===== config.mk =====
export PLATFORM = sky130hd
export DESIGN_NAME = pipeline_hazard_ctrl
export DESIGN_NICKNAME = d
export VERILOG_FILES = /design/src/rtl/pipeline_hazard_ctrl.sv
export SDC_FILE = /design/constraint.sdc
export NUM_CORES = 1
export LEC_CHECK = 0
export CAP_MARGIN = 20
export CORE_MARGIN = 1
export CORE_UTILIZATION = 30
export CTS_CLUSTER_SIZE = 14
export DETAILED_ROUTE_END_ITERATION = 8
export HOLD_SLACK_MARGIN = 0.03
export SYNTH_ARGS = -nofsm -noshare
export SYNTH_HDL_FRONTEND = slang
export SYNTH_SLANG_ARGS = --single-unit

===== constraint.sdc =====
create_clock -name clk -period 3 [get_ports clk]
set_input_delay 0.45 -clock clk [delete_from_list [all_inputs] [get_ports clk]]
set_output_delay 0.45 -clock clk [all_outputs]
set_load 0.03 [all_outputs]

===== src/rtl/pipeline_hazard_ctrl.sv =====
// Hazard controller for the 5-stage pipeline: forwarding selects, load-use stall, branch flush, memory-wait freeze.
// Optional performance counters are enabled by defining HAZ_PERF_CNT_EN.
`timescale 1ns/1ps
module pipeline_hazard_ctrl #(
  parameter int unsigned MEM_TIMEOUT = 16,
  parameter bit          R0_ZERO     = 1'b1
) (
  input  logic       clk,
  input  logic       rst,
  input  logic [3:0] rs1D,
  input  logic [3:0] rs2D,
  input  logic [3:0] rs1E,
  input  logic [3:0] rs2E,
  input  logic [3:0] RdE,
  input  logic       regWriteE,
  input  logic [1:0] resultSrcE,
  input  logic [3:0] RdM,
  input  logic       regWriteM,
  input  logic [3:0] RdestW,
  input  logic       regWriteWB,
  input  logic       pcSrcE,
  input  logic       memReqM,
  input  logic       memAckM,
  output logic       stallF,
  output logic       stallD,
  output logic       stallE,
  output logic       stallM,
  output logic       flushD,
  output logic       flushE,
  output logic [1:0] forwardAE,
  output logic [1:0] forwardBE,
  output logic       memErr
`ifdef HAZ_PERF_CNT_EN
  ,
  output logic [15:0] perfStallCnt,
  output logic [15:0] perfFlushCnt
`endif
);

  typedef enum logic {
    ST_RUN      = 1'b0,
    ST_MEM_WAIT = 1'b1
  } state_t;

  localparam logic [7:0] TIMEOUT_CNT = 8'(MEM_TIMEOUT);
  localparam logic [1:0] FWD_RF      = 2'b00;
  localparam logic [1:0] FWD_WB      = 2'b01;
  localparam logic [1:0] FWD_MEM     = 2'b10;
  localparam logic [1:0] SRC_LOAD    = 2'b01;

  state_t     r_state;
  logic [7:0] r_wait_cnt;
  logic       r_mem_err;

  logic       w_m_fwd_ok;
  logic       w_w_fwd_ok;
  logic       w_load_use;
  logic       w_mem_miss;
  logic [1:0] w_fwd_a;
  logic [1:0] w_fwd_b;
  logic       w_stall_f;
  logic       w_stall_d;
  logic       w_stall_e;
  logic       w_stall_m;
  logic       w_flush_d;
  logic       w_flush_e;

  // A producer targeting r0 never forwards or hazards when r0 is hard-wired.
  assign w_m_fwd_ok = regWriteM  && !(R0_ZERO && (RdM    == 4'd0));
  assign w_w_fwd_ok = regWriteWB && !(R0_ZERO && (RdestW == 4'd0));

  assign w_load_use = regWriteE && (resultSrcE == SRC_LOAD) &&
                      ((RdE == rs1D) || (RdE == rs2D)) &&
                      !(R0_ZERO && (RdE == 4'd0));

  assign w_mem_miss = memReqM && !memAckM;

  // The memory stage holds the younger result, so it wins over writeback.
  always_comb begin
    // NOTE: every always_comb target gets a default first so no latch is inferred.
    w_fwd_a = FWD_RF;
    w_fwd_b = FWD_RF;
    if (w_m_fwd_ok && (RdM == rs1E))         w_fwd_a = FWD_MEM;
    else if (w_w_fwd_ok && (RdestW == rs1E)) w_fwd_a = FWD_WB;
    if (w_m_fwd_ok && (RdM == rs2E))         w_fwd_b = FWD_MEM;
    else if (w_w_fwd_ok && (RdestW == rs2E)) w_fwd_b = FWD_WB;
  end

  always_comb begin
    w_stall_f = 1'b0;
    w_stall_d = 1'b0;
    w_stall_e = 1'b0;
    w_stall_m = 1'b0;
    w_flush_d = 1'b0;
    w_flush_e = 1'b0;
    case (r_state)
      ST_RUN: begin
        if (w_mem_miss) begin
          w_stall_f = 1'b1;
          w_stall_d = 1'b1;
          w_stall_e = 1'b1;
          w_stall_m = 1'b1;
        end else begin
          if (w_load_use) begin
            w_stall_f = 1'b1;
            w_stall_d = 1'b1;
            w_flush_e = 1'b1;
          end
          // A taken branch discards the decode slot, so it beats the decode hold.
          if (pcSrcE) begin
            w_flush_d = 1'b1;
            w_flush_e = 1'b1;
            w_stall_d = 1'b0;
          end
        end
      end
      ST_MEM_WAIT: begin
        w_stall_f = 1'b1;
        w_stall_d = 1'b1;
        w_stall_e = 1'b1;
        w_stall_m = 1'b1;
      end
      default: ;
    endcase
  end

  // Reset forces every control output low at once, independent of the clock.
  assign stallF    = rst & w_stall_f;
  assign stallD    = rst & w_stall_d;
  assign stallE    = rst & w_stall_e;
  assign stallM    = rst & w_stall_m;
  assign flushD    = rst & w_flush_d;
  assign flushE    = rst & w_flush_e;
  assign forwardAE = rst ? w_fwd_a : FWD_RF;
  assign forwardBE = rst ? w_fwd_b : FWD_RF;
  assign memErr    = r_mem_err;

  always_ff @(posedge clk or negedge rst) begin
    if (!rst) begin
      // NOTE: sequential state uses non-blocking assignments so all registers update together.
      r_state    <= ST_RUN;
      r_wait_cnt <= 8'd0;
      r_mem_err  <= 1'b0;
    end else begin
      case (r_state)
        ST_RUN: begin
          if (w_mem_miss) begin
            r_state    <= ST_MEM_WAIT;
            r_wait_cnt <= 8'd1;
          end
        end
        ST_MEM_WAIT: begin
          if (memAckM) begin
            r_state    <= ST_RUN;
            r_wait_cnt <= 8'd0;
          end else if (r_wait_cnt == TIMEOUT_CNT) begin
            r_mem_err  <= 1'b1;
            r_state    <= ST_RUN;
            r_wait_cnt <= 8'd0;
          end else begin
            r_wait_cnt <= r_wait_cnt + 8'd1;
          end
        end
        default: begin
          r_state    <= ST_RUN;
          r_wait_cnt <= 8'd0;
        end
      endcase
    end
  end

`ifdef HAZ_PERF_CNT_EN
  logic [15:0] r_perf_stall;
  logic [15:0] r_perf_flush;

  always_ff @(posedge clk or negedge rst) begin
    if (!rst) begin
      r_perf_stall <= 16'd0;
      r_perf_flush <= 16'd0;
    end else begin
      if (stallF && (r_perf_stall != 16'hFFFF)) r_perf_stall <= r_perf_stall + 16'd1;
      if (flushE && (r_perf_flush != 16'hFFFF)) r_perf_flush <= r_perf_flush + 16'd1;
    end
  end

  assign perfStallCnt = r_perf_stall;
  assign perfFlushCnt = r_perf_flush;
`endif

endmodule


==> results.md, run 1 <==
Synthesis:
- The average cell area after synthesis is 8.913 sq um.
- The dominant synthesized flop cell is sky130_fd_sc_hd__dfrtp_1.
- sky130_fd_sc_hd__dfrtp_1 takes more of the synthesized area than any other cell.
- The share of async-settable or async-resettable flops after synthesis is 1.000.
- After synthesis the cells add up to 935.9 sq um.
- Counting every net in the synthesized netlist gives 145.
- The count of flip-flops with a built-in enable after synthesis is 0.
- Yosys printed 0 warnings.
- The synthesized design contains 10 register bits.
- The number of different library cells in the post-synthesis netlist is 35.
- The portion of synthesized cell area occupied by the leading cell type is 0.2674.
- In the post-synthesis netlist, the biggest area contributors are sky130_fd_sc_hd__dfrtp_1, sky130_fd_sc_hd__xnor2_1, sky130_fd_sc_hd__xor2_1, sky130_fd_sc_hd__nor2_1, sky130_fd_sc_hd__ha_1.
- In the synthesized netlist, the number of instances is 105.
- The share of the Yosys chip area taken by registers is 0.2674.

Floorplanning:
- The die area is 0.003347 sq mm.
- In this run the standard cell core region covers 0.002853 sq mm.
- The floorplan has 19 rows.
- Pin placement for this block handled 49 I/O pins.
- The effective utilization at floorplan is 0.3281.
- The die height is 57.86 um.
- The floorplan step set the die width to 57.86 um.

Worst setup path:
- At the worst endpoint, the required time is 2.55 ns.
- The highest net fanout along the worst path is 3.
- The depth of the most critical reg-to-reg path is 6.
- The cell type of the slowest stage on the worst timing path is sky130_fd_sc_hd__clkdlybuf4s50_1.
- The kind of cell adding the most delay to the critical path is buffers and inverters.
- The worst register-to-register path begins at r_wait_cnt[0].
- The most numerous cell type found on the critical path is sky130_fd_sc_hd__clkdlybuf4s50_1.
- The endpoint type of the worst setup path is an output pin.
- Data on the critical path arrives at its endpoint at 2.34 ns.
- The buffers plus inverters on the worst setup path is 2.
- The worst setup path is launched from an input port.
- The internal reg-to-reg setup slack is 1.58 ns.
- Tracing the worst setup path back leads to its startpoint at RdM[0].
- The maximum cell stage delay along the critical path is 0.70 ns.
- Traced cell by cell, the critical path runs through clkdlybuf4s50_1 -> o41ai_2 -> nor2_1 -> nor3_1 -> clkdlybuf4s50_1.
- The endpoint identified for the worst register-to-register timing path is r_wait_cnt[3].
- The critical path in this run is classified as in2out.

Clock tree:
- The CTS tree is yes.
- The root buffer cell chosen for the clock tree is sky130_fd_sc_hd__clkbuf_4.
- The number of setup buffers added after CTS is 0.
- The number of buffers between clock root and the deepest sink is 2.
- For the worst-skew pair, the clock arrives at the later sink with an insertion delay of 0.27 ns.
- Clock tree synthesis found a total of 10 sinks.
- In this run, CTS created clock tree buffers numbering 3.
- In this run the number of H-tree levels came out at 1.
- The cts-stage hold buffer count is 0.
- The clock-pin slew reported for the worst setup and hold paths after clock tree synthesis is 0.06 ns.
- Post-CTS repair changed the size of 0 cells.

Timing:
- At the pin with the least slew margin, the transition time is 0.3725 ns.
- The smallest clock period supported by the final layout is computed as 2.790 ns.
- The final count of hold timing violations is 0.
- For the final routed database, the setup TNS stands at 0 ns.
- The number of max-slew violations in the final report is 0.
- Setup repair after global routing left no endpoint under its margin.
- The headroom to the max-slew limit is 0.7517.
- Setup violations remaining at the end of the flow were counted as 0.
- Across the routed clock network, the largest skew measured is 0.005555 ns.
- For this run, the top clock speed supported by timing is 358.4 MHz.
- Of the available clock period, the critical path in the final layout requires 0.9302.

Place:
- In this run the cell area measured after placement is 0.001449 sq mm.
- The total of buffers placed on input and output ports is 48.
- The final RePlAce weighted congestion is 0.8548.
- The placed wire-length estimate after detailed placement is 2186 um.

Pwr:
- In this run the static leakage power is 0.5792 nW.
- The worst-case IR drop observed on VDD is 0.1474 mV.
- Power spread over the standard cell area amounts to 294.2 mW/mm^2.

Final layout:
- The finished cells cover 0.001471 sq mm.
- The number of nets at the end of the flow is 198.
- The area growth from synthesis to layout is 57.22%.
- The diode insertion count for antenna repair is 0.
- In the final layout, the share of cells above drive strength 1 is 0.08974.

Routing:
- After detailed routing, the average wire length per cell comes to 13.19 um.
- The starting DRC count in detailed routing is 14.
- Across all layers, the routed design uses 961 vias.
- The remaining antenna violation count after routing is 0.
- The ratio of routed vias to standard cells is 5.139.
- For this run, design rule violations remaining after detail routing come to 0.
- The first-pass detailed-route iteration total is 4.
- The routed wire length is 2466 um.

GRT:
- The number of global-route vias before repair is 960.
- The initial antenna violation count is 0.
- The remaining global-route overflow is 0.
- The first global-routing pass estimated 4174 um of wire.
- The all-layer global routing usage is 0.1604.
- Entering global routing, the biggest net connects 13 pins.

Flow run:
- The max-capacitance violation count is 0.

Worst hold path:
- The path with the worst hold slack has its endpoint at memErr.
- Counting instances, the worst hold path has a depth of 1.
- The hold path startpoint is memErr.
- The type of the tightest min-delay check is reg2reg.

Run status:
- The run finished with clean final reports.
cell usage in the layout, fill, tap and decap left out, types with 2 or more instances in the layout:
master,instances
sky130_fd_sc_hd__nand2b_1,2
sky130_fd_sc_hd__o211ai_1,3
sky130_fd_sc_hd__nand3_1,3
sky130_fd_sc_hd__o21ai_1,2
sky130_fd_sc_hd__o21bai_1,2
sky130_fd_sc_hd__buf_4,5
sky130_fd_sc_hd__inv_1,4
sky130_fd_sc_hd__nor3_1,2
sky130_fd_sc_hd__clkdlybuf4s50_1,46
sky130_fd_sc_hd__nand2_1,3
sky130_fd_sc_hd__xor2_1,13
sky130_fd_sc_hd__ha_1,2
sky130_fd_sc_hd__nor4_1,3
sky130_fd_sc_hd__o21ai_0,4
sky130_fd_sc_hd__clkbuf_4,3
sky130_fd_sc_hd__nor2_1,11
sky130_fd_sc_hd__xnor2_1,16
sky130_fd_sc_hd__nand4_1,4
sky130_fd_sc_hd__dfrtp_1,10
sky130_fd_sc_hd__and2_1,3
worst register-to-register path, stage by stage, from the launching register on:
cell                      delay, ns
sky130_fd_sc_hd__dfrtp_1       0.42
sky130_fd_sc_hd__inv_1         0.07
sky130_fd_sc_hd__ha_1          0.14
sky130_fd_sc_hd__nor4b_4       0.22
sky130_fd_sc_hd__a31oi_2       0.16
sky130_fd_sc_hd__nor2_2        0.22
sky130_fd_sc_hd__nor2_1        0.08
worst max path at each step:
stage | to | cells after the start | slack, ns
2_1_floorplan | forwardAE[0] | 3 | 0.97
3_5_place_dp | forwardAE[0] | 5 | 0.21
6_report | forwardAE[0] | 5 | 0.21
3_3_place_gp | stallF | 6 | 0.23
5_1_grt | forwardBE[0] | 5 | 0.11
4_1_cts | stallF | 6 | 0.20
final cells by class:
class                   count  area, sq um
multi-input cells          88        646.9
fillers                   291         1381
flip-flops and latches     10        250.2
inverters                   4        15.01
clock buffers               3        22.52
well taps                  31        38.79
repair buffers             51        498.0
logic make-up after synthesis:
family,share of synthesized area
adder cells (fa/ha/maj),0.02673
AO/OA/AOI/OAI,0.1471
XOR/XNOR,0.2714
flip-flops,0.2674
buffers and inverters,0.04144
AND/OR/NAND/NOR,0.2460
power by group:
| group | leakage (nW) | total, mW | internal, mW | switching, mW |
|---|---|---|---|---|
| Combinational | 0.430 | 0.183 | 0.102 | 0.0811 |
| Clock | 0.0138 | 0.0920 | 0.0463 | 0.0456 |
| Sequential | 0.136 | 0.158 | 0.144 | 0.0141 |
synthesized netlist by cell type (2+ instances only):
cell type and count:
sky130_fd_sc_hd__dfrtp_1 10, sky130_fd_sc_hd__nand2_1 3, sky130_fd_sc_hd__nor3_1 2, sky130_fd_sc_hd__inv_1 4
sky130_fd_sc_hd__o21bai_1 2, sky130_fd_sc_hd__nor2_1 11, sky130_fd_sc_hd__and2_1 3, sky130_fd_sc_hd__nand3_1 3
sky130_fd_sc_hd__xor2_1 13, sky130_fd_sc_hd__nor4_1 3, sky130_fd_sc_hd__nand4_1 4, sky130_fd_sc_hd__nand2b_1 2
sky130_fd_sc_hd__xnor2_1 16, sky130_fd_sc_hd__o211ai_1 3, sky130_fd_sc_hd__o21ai_1 2, sky130_fd_sc_hd__ha_1 2
sky130_fd_sc_hd__o21ai_0 4
layer usage:
metal,global-route usage,part of all wire,wire (um),vias to the layer above
li1,-,-,-,476
met1,0.1917,0.41,1005,444
met2,0.2923,0.52,1284,37
met3,0.03795,0.058,144,4
met4,0.03061,0.013,31,0
met5,0,0,0,-
sequential cells by signal, summed over array words and instances, names as in the netlist:
register	flops
r_state	1
memErr	1
r_wait_cnt	8
metrics by stage:
stage	hold WS (ns)	std cells	power, mW	setup WS (ns)	utilization
after floorplan	0.1544	105	0.2526	0.9659	-
after global placement	0.4729	184	0.3427	0.2289	0.5079
after detailed placement	0.4770	184	0.3446	0.2055	0.5079
after CTS	0.4964	187	0.4390	0.2010	0.5158
after global routing	0.5181	187	0.4663	0.1073	0.5158
final	0.4923	187	0.4328	0.2095	0.5158
(Power assumes the default switching activity.)
==> run 2: changes to the inputs <==
--- a/config.mk
+++ b/config.mk
@@ -6,10 +6,11 @@
 export NUM_CORES = 1
 export LEC_CHECK = 0
 export CAP_MARGIN = 20
-export CORE_MARGIN = 1
+export CORE_MARGIN = 1.5
 export CORE_UTILIZATION = 30
 export CTS_CLUSTER_SIZE = 14
 export DETAILED_ROUTE_END_ITERATION = 8
+export GPL_TIMING_DRIVEN = 0
 export HOLD_SLACK_MARGIN = 0.03
 export SYNTH_ARGS = -nofsm -noshare
 export SYNTH_HDL_FRONTEND = slang
==> run 2 against run 1 <==
  * Clock power rose by 36%
  * Wire length rose by 2.1%
  * Global-route usage fell by 0.50 points
  * Largest power group unchanged
  * Sequential share of layout area fell by 0.26 points
  * Worst setup slack got worse by 0.073 ns
  * Final cell count rose by 1.6%
  * Core utilization fell by 1.8 points
  * Non-clock buffer count did not move
  * First-iteration DRC count rose by 36%
  * Clock-buffer cell count rose by 1
==> results.md, run 2 (same netlist as run 1, synthesis figures left out) <==
Run status:
- The run finished with clean final reports.

GRT:
- For this run the aggregate overflow at the end of global routing stands at 0.
- The initial antenna violation count is 0.
- The wire length of the first global-routing pass is 4174 um.
- The maximum number of pins on one net before global-route repair is 17.
- The all-layer global routing usage is 0.1554.
- The number of global-route vias before repair is 980.

Final layout:
- The register with the most flip-flops in the layout has 8 of them.
- The post-synthesis to final-layout area growth is 59.63%.
- In the final layout, flip-flops and latches occupy 250.2 sq um.
- At the end of the flow, the number of nets in the layout was 198.
- In the layout the commonest cells are sky130_fd_sc_hd__clkdlybuf4s50_1, sky130_fd_sc_hd__xnor2_1, sky130_fd_sc_hd__xor2_1.
- Summing all multi-input logic gate instances after layout gives 646.9 sq um.
- The register name with the most flops is r_wait_cnt.
- The layout has 295 filler cells.
- The library cell used most frequently in the layout, excluding fill and tap cells, is sky130_fd_sc_hd__clkdlybuf4s50_1.
- Of the cells placed in the final design, the portion with a size suffix greater than 1 is 0.08280.
- The diode insertion count for antenna repair is 0.

Clock tree:
- The maximum level of the CTS H-tree is 1.
- In this run the clock root is driven by a sky130_fd_sc_hd__clkbuf_4.
- The source-to-sink clock delay at the later pin of the worst-skew pair is 0.27 ns.
- The total CTS buffers is 3.
- The number of setup buffers added after CTS is 0.
- The count of instances resized after the clock tree is built is 1.
- After clock tree synthesis, the clock-pin slew on the worst setup and hold paths is 0.08 ns.
- The cts-stage hold buffer count is 0.
- The CTS tree is yes.
- The clock drives 10 sinks.
- Counting along the longest clock path gives a buffer depth of 2.

Timing:
- The final count of hold timing violations is 0.
- For the finished layout, the period the worst path requires is 2.864 ns.
- In the post-route analysis, the smallest setup slack over all paths is 0.1361 ns.
- At the pin with the least slew margin, the transition time is 0.6411 ns.
- The number of setup violations in the final report is 0.
- The number of max-slew violations in the final report is 0.
- Hold is met by 0.2724 ns.
- Setup repair after global routing left no endpoint under its margin.
- For the final database, setup skew stands at 0.006986 ns.
- Of the available clock period, the critical path in the final layout requires 0.9546.
- The headroom to the max-slew limit is 0.5726.
- Timing would allow up to 349.2 MHz.

Worst setup path:
- The worst setup path is captured at an output pin.
- The number of cells on the worst reg-to-reg path is 6.
- By startpoint and endpoint, the worst setup path is classified as in2out.
- The internal reg-to-reg setup slack is 1.59 ns.
- The startpoint type of the worst setup path is an input port.
- The launching point of the worst reg2reg path is r_wait_cnt[0].
- STA puts the critical path data required time at 2.55 ns.
- In this run the worst path has a maximum fanout of 3.
- The endpoint of the worst-slack reg-to-reg timing path is r_wait_cnt[6].
- At the worst endpoint, the arrival time is 2.41 ns.

Flow run:
- The max-capacitance violation count is 0.

Floorplanning:
- The I/O pin count is 49.
- The effective utilization at floorplan is 0.3117.
- The die height is 58.86 um.
- The die covers 0.003464 sq mm.
- The core area is 0.003003 sq mm.
- The floorplan has 20 rows.
- The die is 58.86 um wide.

Routing:
- For this block, the initial DRC count from the detailed router was 19.
- For this run, design rule violations remaining after detail routing come to 0.
- Summing over every cut layer, the via total after detailed routing is 948.
- After detailed routing, the number of vias per cell comes to 4.989.
- The first-pass detailed-route iteration total is 4.
- The routed wire length is 2517 um.
- The average routed wire per standard cell is 13.25 um.
- The count of nets left with antenna violations once routing finished came out at 0.

Pwr:
- The total power density per cell area is 314.1 mW/mm^2.
- IR analysis of the VDD net gives a maximum drop of 0.1182 mV.
- The standby leakage power is 0.5849 nW.

Worst hold path:
- In this run the worst hold path is classified as in2async.

Place:
- Prior to clock tree synthesis, the placed netlist has a worst setup slack of -0.1184 ns.
- The final RePlAce weighted congestion is 0.7994.
- The total of buffers placed on input and output ports is 48.
- The placed wire-length estimate after detailed placement is 2148 um.
## run 2: cell count changes in the layout (fill, tap and decap cells not counted), sizes merged
cell           change
clkbuf             +1
buf                -2
clkdlybuf4s15      +1
clkdlybuf4s50      +1
## run 2: power breakdown
group / switching [mW] / internal, mW
Sequential: 0.0106 / 0.144
Clock: 0.0516 / 0.0738
Combinational: 0.0859 / 0.104
## run 2: through the flow
step	total power, mW	TNS, ns	cells	utilization	cell area [sq um]
after floorplan	0.2526	0	105	-	935.9
after global placement	0.3443	-0.3886	186	0.4854	1458
after detailed placement	0.3486	-0.3989	186	0.4854	1458
after CTS	0.4741	0	190	0.4971	1493
after global routing	0.4981	0	190	0.4975	1494
final	0.4693	0	190	0.4975	1494
## run 2: worst max-delay path: stages
cell and delay (ns):
sky130_fd_sc_hd__clkdlybuf4s50_1 0.48, sky130_fd_sc_hd__o41ai_2 0.42, sky130_fd_sc_hd__nor2_1 0.12, sky130_fd_sc_hd__nor3_1 0.22, sky130_fd_sc_hd__clkdlybuf4s50_1 0.71
## run 2: cell type report
type,instances,share of cell area
inverter,4,0.01005
clock buffer,4,0.02429
tap,33,0.02764
timing repair buffer,48,0.3216
buffer,3,0.01591
sequential,10,0.1675
multi-input combinational,88,0.4330
## run 2: routing by layer
layer,vias to the layer above,track usage,wire length (um)
met3,0,0.02637,78
li1,474,-,-
met5,-,0,0
met2,21,0.3190,1432
met4,0,0.009740,0
met1,453,0.1691,1007
## run 2: worst max path at each step
stage           start      endpoint  slack (ns)  cells past startpoint
6_report       RdM[0]  forwardAE[0]        0.14                      5
5_1_grt        RdM[0]  forwardAE[0]       0.003                      5
4_1_cts        RdM[0]  forwardAE[0]        0.14                      5
3_5_place_dp      rst        flushE       -0.12                      6
3_3_place_gp      rst        flushE       -0.10                      6
2_1_floorplan  RdM[0]  forwardAE[0]        0.97                      3
==> run 3: changes to the inputs <==
--- a/config.mk
+++ b/config.mk
@@ -6,7 +6,7 @@
 export NUM_CORES = 1
 export LEC_CHECK = 0
 export CAP_MARGIN = 20
-export CORE_MARGIN = 1.5
+export CORE_MARGIN = 2
 export CORE_UTILIZATION = 30
 export CTS_CLUSTER_SIZE = 14
 export DETAILED_ROUTE_END_ITERATION = 8
@@ -15,3 +15,4 @@
 export SYNTH_ARGS = -nofsm -noshare
 export SYNTH_HDL_FRONTEND = slang
 export SYNTH_SLANG_ARGS = --single-unit
+export TNS_END_PERCENT = 10
==> run 3 against run 2 <==
  * Worst setup slack lost 0.011 ns
  * Hold slack gained 0.053 ns
  * Sequential power is essentially flat
  * Via count grew 1.2%
  * Clock-buffer cell count shrank 1
  * Core utilization down 0.50 points
  * Wire length rose by 0.16%
  * Total power down 7.4%
  * Sequential share of layout area rose by 0.17 points
  * Final cell count fell by 0.53%
  * Highest routed layer is now met4
==> results.md, run 3 (same netlist as run 1, synthesis figures left out) <==
Run status:
- The flow ran to the end, and the final reports show no timing, DRC or antenna violations.

Floorplanning:
- For this configuration, the core starts out at a cell density of 0.3117.
- For this design the top-level I/O count stands at 49.
- The total area inside the core boundary comes to 0.003003 sq mm.
- The chip width is 59.86 um.
- The floorplan has 20 rows.
- The die covers 0.003583 sq mm.
- The die height is 59.86 um.

Worst setup path:
- The critical path goes through clkdlybuf4s50_1 -> o41ai_2 -> nor2_1 -> nor3_1 -> clkdlybuf4s50_1.
- The worst setup path is of the in2out kind.
- At the worst endpoint, the required time is 2.55 ns.
- STA classifies the critical path endpoint as an output pin.
- Counting both buffers and inverters, the worst setup path holds a total of 2.
- The highest net fanout along the worst path is 3.
- The kind of cell adding the most delay to the critical path is buffers and inverters.
- The arrival time at the worst endpoint is 2.42 ns.
- On the worst path, the slowest cell contributes a delay of 0.71 ns.
- Among the stages of the critical path, the cell type that occurs most often is sky130_fd_sc_hd__clkdlybuf4s50_1.
- For flop-to-flop paths, the worst setup slack is 1.58 ns.
- The slowest stage of the critical path belongs to the cell sky130_fd_sc_hd__clkdlybuf4s50_1.
- The startpoint type of the worst setup path is an input port.

Timing:
- The final-layout setup total negative slack is 0 ns.
- Setup violations remaining at the end of the flow were counted as 0.
- Setup repair after global routing left no endpoint under its margin.
- The period utilization is 0.9582.
- The minimum hold slack is 0.3249 ns.
- The highest clock rate is 347.9 MHz.
- For the pin with the worst max-slew slack, the measured transition is 0.6647 ns.
- In the post-route analysis, the smallest setup slack over all paths is 0.1253 ns.
- The headroom to the max-slew limit is 0.5568.
- The final count of hold timing violations is 0.
- Counting I/O delays and the setup requirement, the final critical path takes 2.875 ns.
- Between clock sinks in the finished design, the worst skew comes to 0.004112 ns.
- The number of max-slew violations in the final report is 0.

Clock tree:
- The cell sitting at the root of the clock tree is a sky130_fd_sc_hd__clkbuf_4.
- The tree built by TritonCTS fans out to 10 sinks.
- The CTS tree is yes.
- In this run the deepest clock path goes through 2 buffers.
- The maximum level of the CTS H-tree is 1.
- Counting the buffers created by CTS gives 3.
- In this run, post-CTS hold repair placed 0 buffers.
- Clock-pin slew was measured on the worst setup and hold paths at 0.06 ns.
- The source-to-sink clock delay at the later pin of the worst-skew pair is 0.26 ns.

Final layout:
- The final cell area excluding filler cells is 0.001479 sq mm.
- The share of cells above drive strength 1 is 0.07692.
- The number of nets at the end of the flow is 198.
- The diode insertion count for antenna repair is 0.
- Leaving out fill and tap cells, the most frequent cell in the layout is sky130_fd_sc_hd__clkdlybuf4s50_1.
- The top cell types in the final layout, fill and taps aside, are sky130_fd_sc_hd__clkdlybuf4s50_1, sky130_fd_sc_hd__xnor2_1, sky130_fd_sc_hd__xor2_1.
- The register with the most flip-flops in the layout has 8 of them.
- From synthesis to final layout, the design area changed by 58.02%.
- Counting flops per register, the top entry is r_wait_cnt.

GRT:
- The maximum number of pins on one net before global-route repair is 17.
- Across every metal layer, demand over resource in global routing totals 0.1521.
- The first global-routing pass estimated 4167 um of wire.
- Global routing finished with a remaining overflow of 0.
- The initial antenna violation count is 0.
- The number of global-route vias before repair was 943.

Routing:
- Dividing the detail-routed wire length by the instance count gives 13.34 um.
- The total via count after detailed routing is 959.
- For this run, the detailed router's first-pass iteration total came to 5.
- The routed wire length is 2521 um.
- The remaining antenna violation count after routing is 0.
- Dividing the detail-routed via count by the number of cells gives 5.074.
- The number of remaining DRC errors is 0.
- In this run, the number of DRC markers left after iteration 0 of detailed routing was 23.

Place:
- The worst setup slack before clock tree synthesis is -0.1049 ns.
- Summing all placed instances gives a cell area of 0.001458 sq mm.
- The final RePlAce weighted congestion is 0.7083.
- The placed wire-length estimate after detailed placement is 2180 um.
- The total of buffers placed on input and output ports is 48.

Flow run:
- The max-capacitance violation count is 0.

Worst hold path:
- The worst hold path belongs to the class in2async.

Pwr:
- The standby leakage power is 0.5784 nW.
- The worst-case IR drop observed on VDD is 0.09906 mV.
- The total power density per cell area is 293.8 mW/mm^2.
==> run 3: cell types whose count changed in the layout (fill, tap and decap cells not counted), sizes merged <==
cell / before / now
clkbuf: 4 / 3
clkdlybuf4s15: 1 / 0
dlygate4sd2: 0 / 1
==> run 3: worst reg2reg max path, stage by stage (launching register included) <==
cell and delay, ns:
sky130_fd_sc_hd__dfrtp_1 0.42, sky130_fd_sc_hd__inv_1 0.07, sky130_fd_sc_hd__ha_1 0.15, sky130_fd_sc_hd__nor4b_4 0.22, sky130_fd_sc_hd__a31oi_2 0.16, sky130_fd_sc_hd__nor2_2 0.21, sky130_fd_sc_hd__nor2_1 0.08
==> run 3: cell type report <==
| type | count | area (sq um) |
|---|---|---|
| Fill cell | 301 | 1524 |
| Multi-Input combinational cell | 88 | 646.9 |
| Timing Repair Buffer | 48 | 479.2 |
| Sequential cell | 10 | 250.2 |
| Tap cell | 33 | 41.29 |
| Buffer | 3 | 23.77 |
| Clock buffer | 3 | 22.52 |
| Inverter | 4 | 15.01 |
==> run 3: timing repair <==
action | 4_1_cts | 5_1_grt
endpoints found under the setup margin | 5 | 0
resized for setup | 1 | 0
buffers inserted | 0 | 0
hold endpoints to repair | 0 | 0
==> run 3: per-layer routing <==
metal | vias up | routed length, um | GRT usage
met2 | 28 | 1358 | 0.2780
met4 | 0 | 47 | 0.04444
met3 | 6 | 97 | 0.02165
met5 | - | 0 | 0
li1 | 475 | - | -
met1 | 450 | 1018 | 0.1819
==> run 3: worst paths after layout <==
kind / startpoint / to / depth (start not counted)
worst max-delay path: RdM[0] / forwardAE[0] / 5
worst min-delay path: rst / r_wait_cnt[0] / 1
worst max register to register: r_wait_cnt[0] / r_wait_cnt[3] / 6
worst min register to register: memErr / memErr / 1
max in group asynchronous: rst / r_wait_cnt[3] / 1
min in group clk: memErr / memErr / 1
==> run 3: report_power, final <==
group          internal, mW  total (mW)  switching (mW)
logic                 0.103       0.190          0.0869
registers             0.144       0.154          0.0103
clock network        0.0463      0.0899          0.0437
total                 0.294       0.435           0.141
==> run 3: through the flow <==
| stage | cells | power [mW] | util |
|---|---|---|---|
| 2_1_floorplan | 105 | 0.2526 | - |
| 3_3_place_gp | 186 | 0.3451 | 0.4854 |
| 3_5_place_dp | 186 | 0.3483 | 0.4854 |
| 4_1_cts | 189 | 0.4398 | 0.4925 |
| 5_1_grt | 189 | 0.4669 | 0.4925 |
| 6_report | 189 | 0.4346 | 0.4925 |
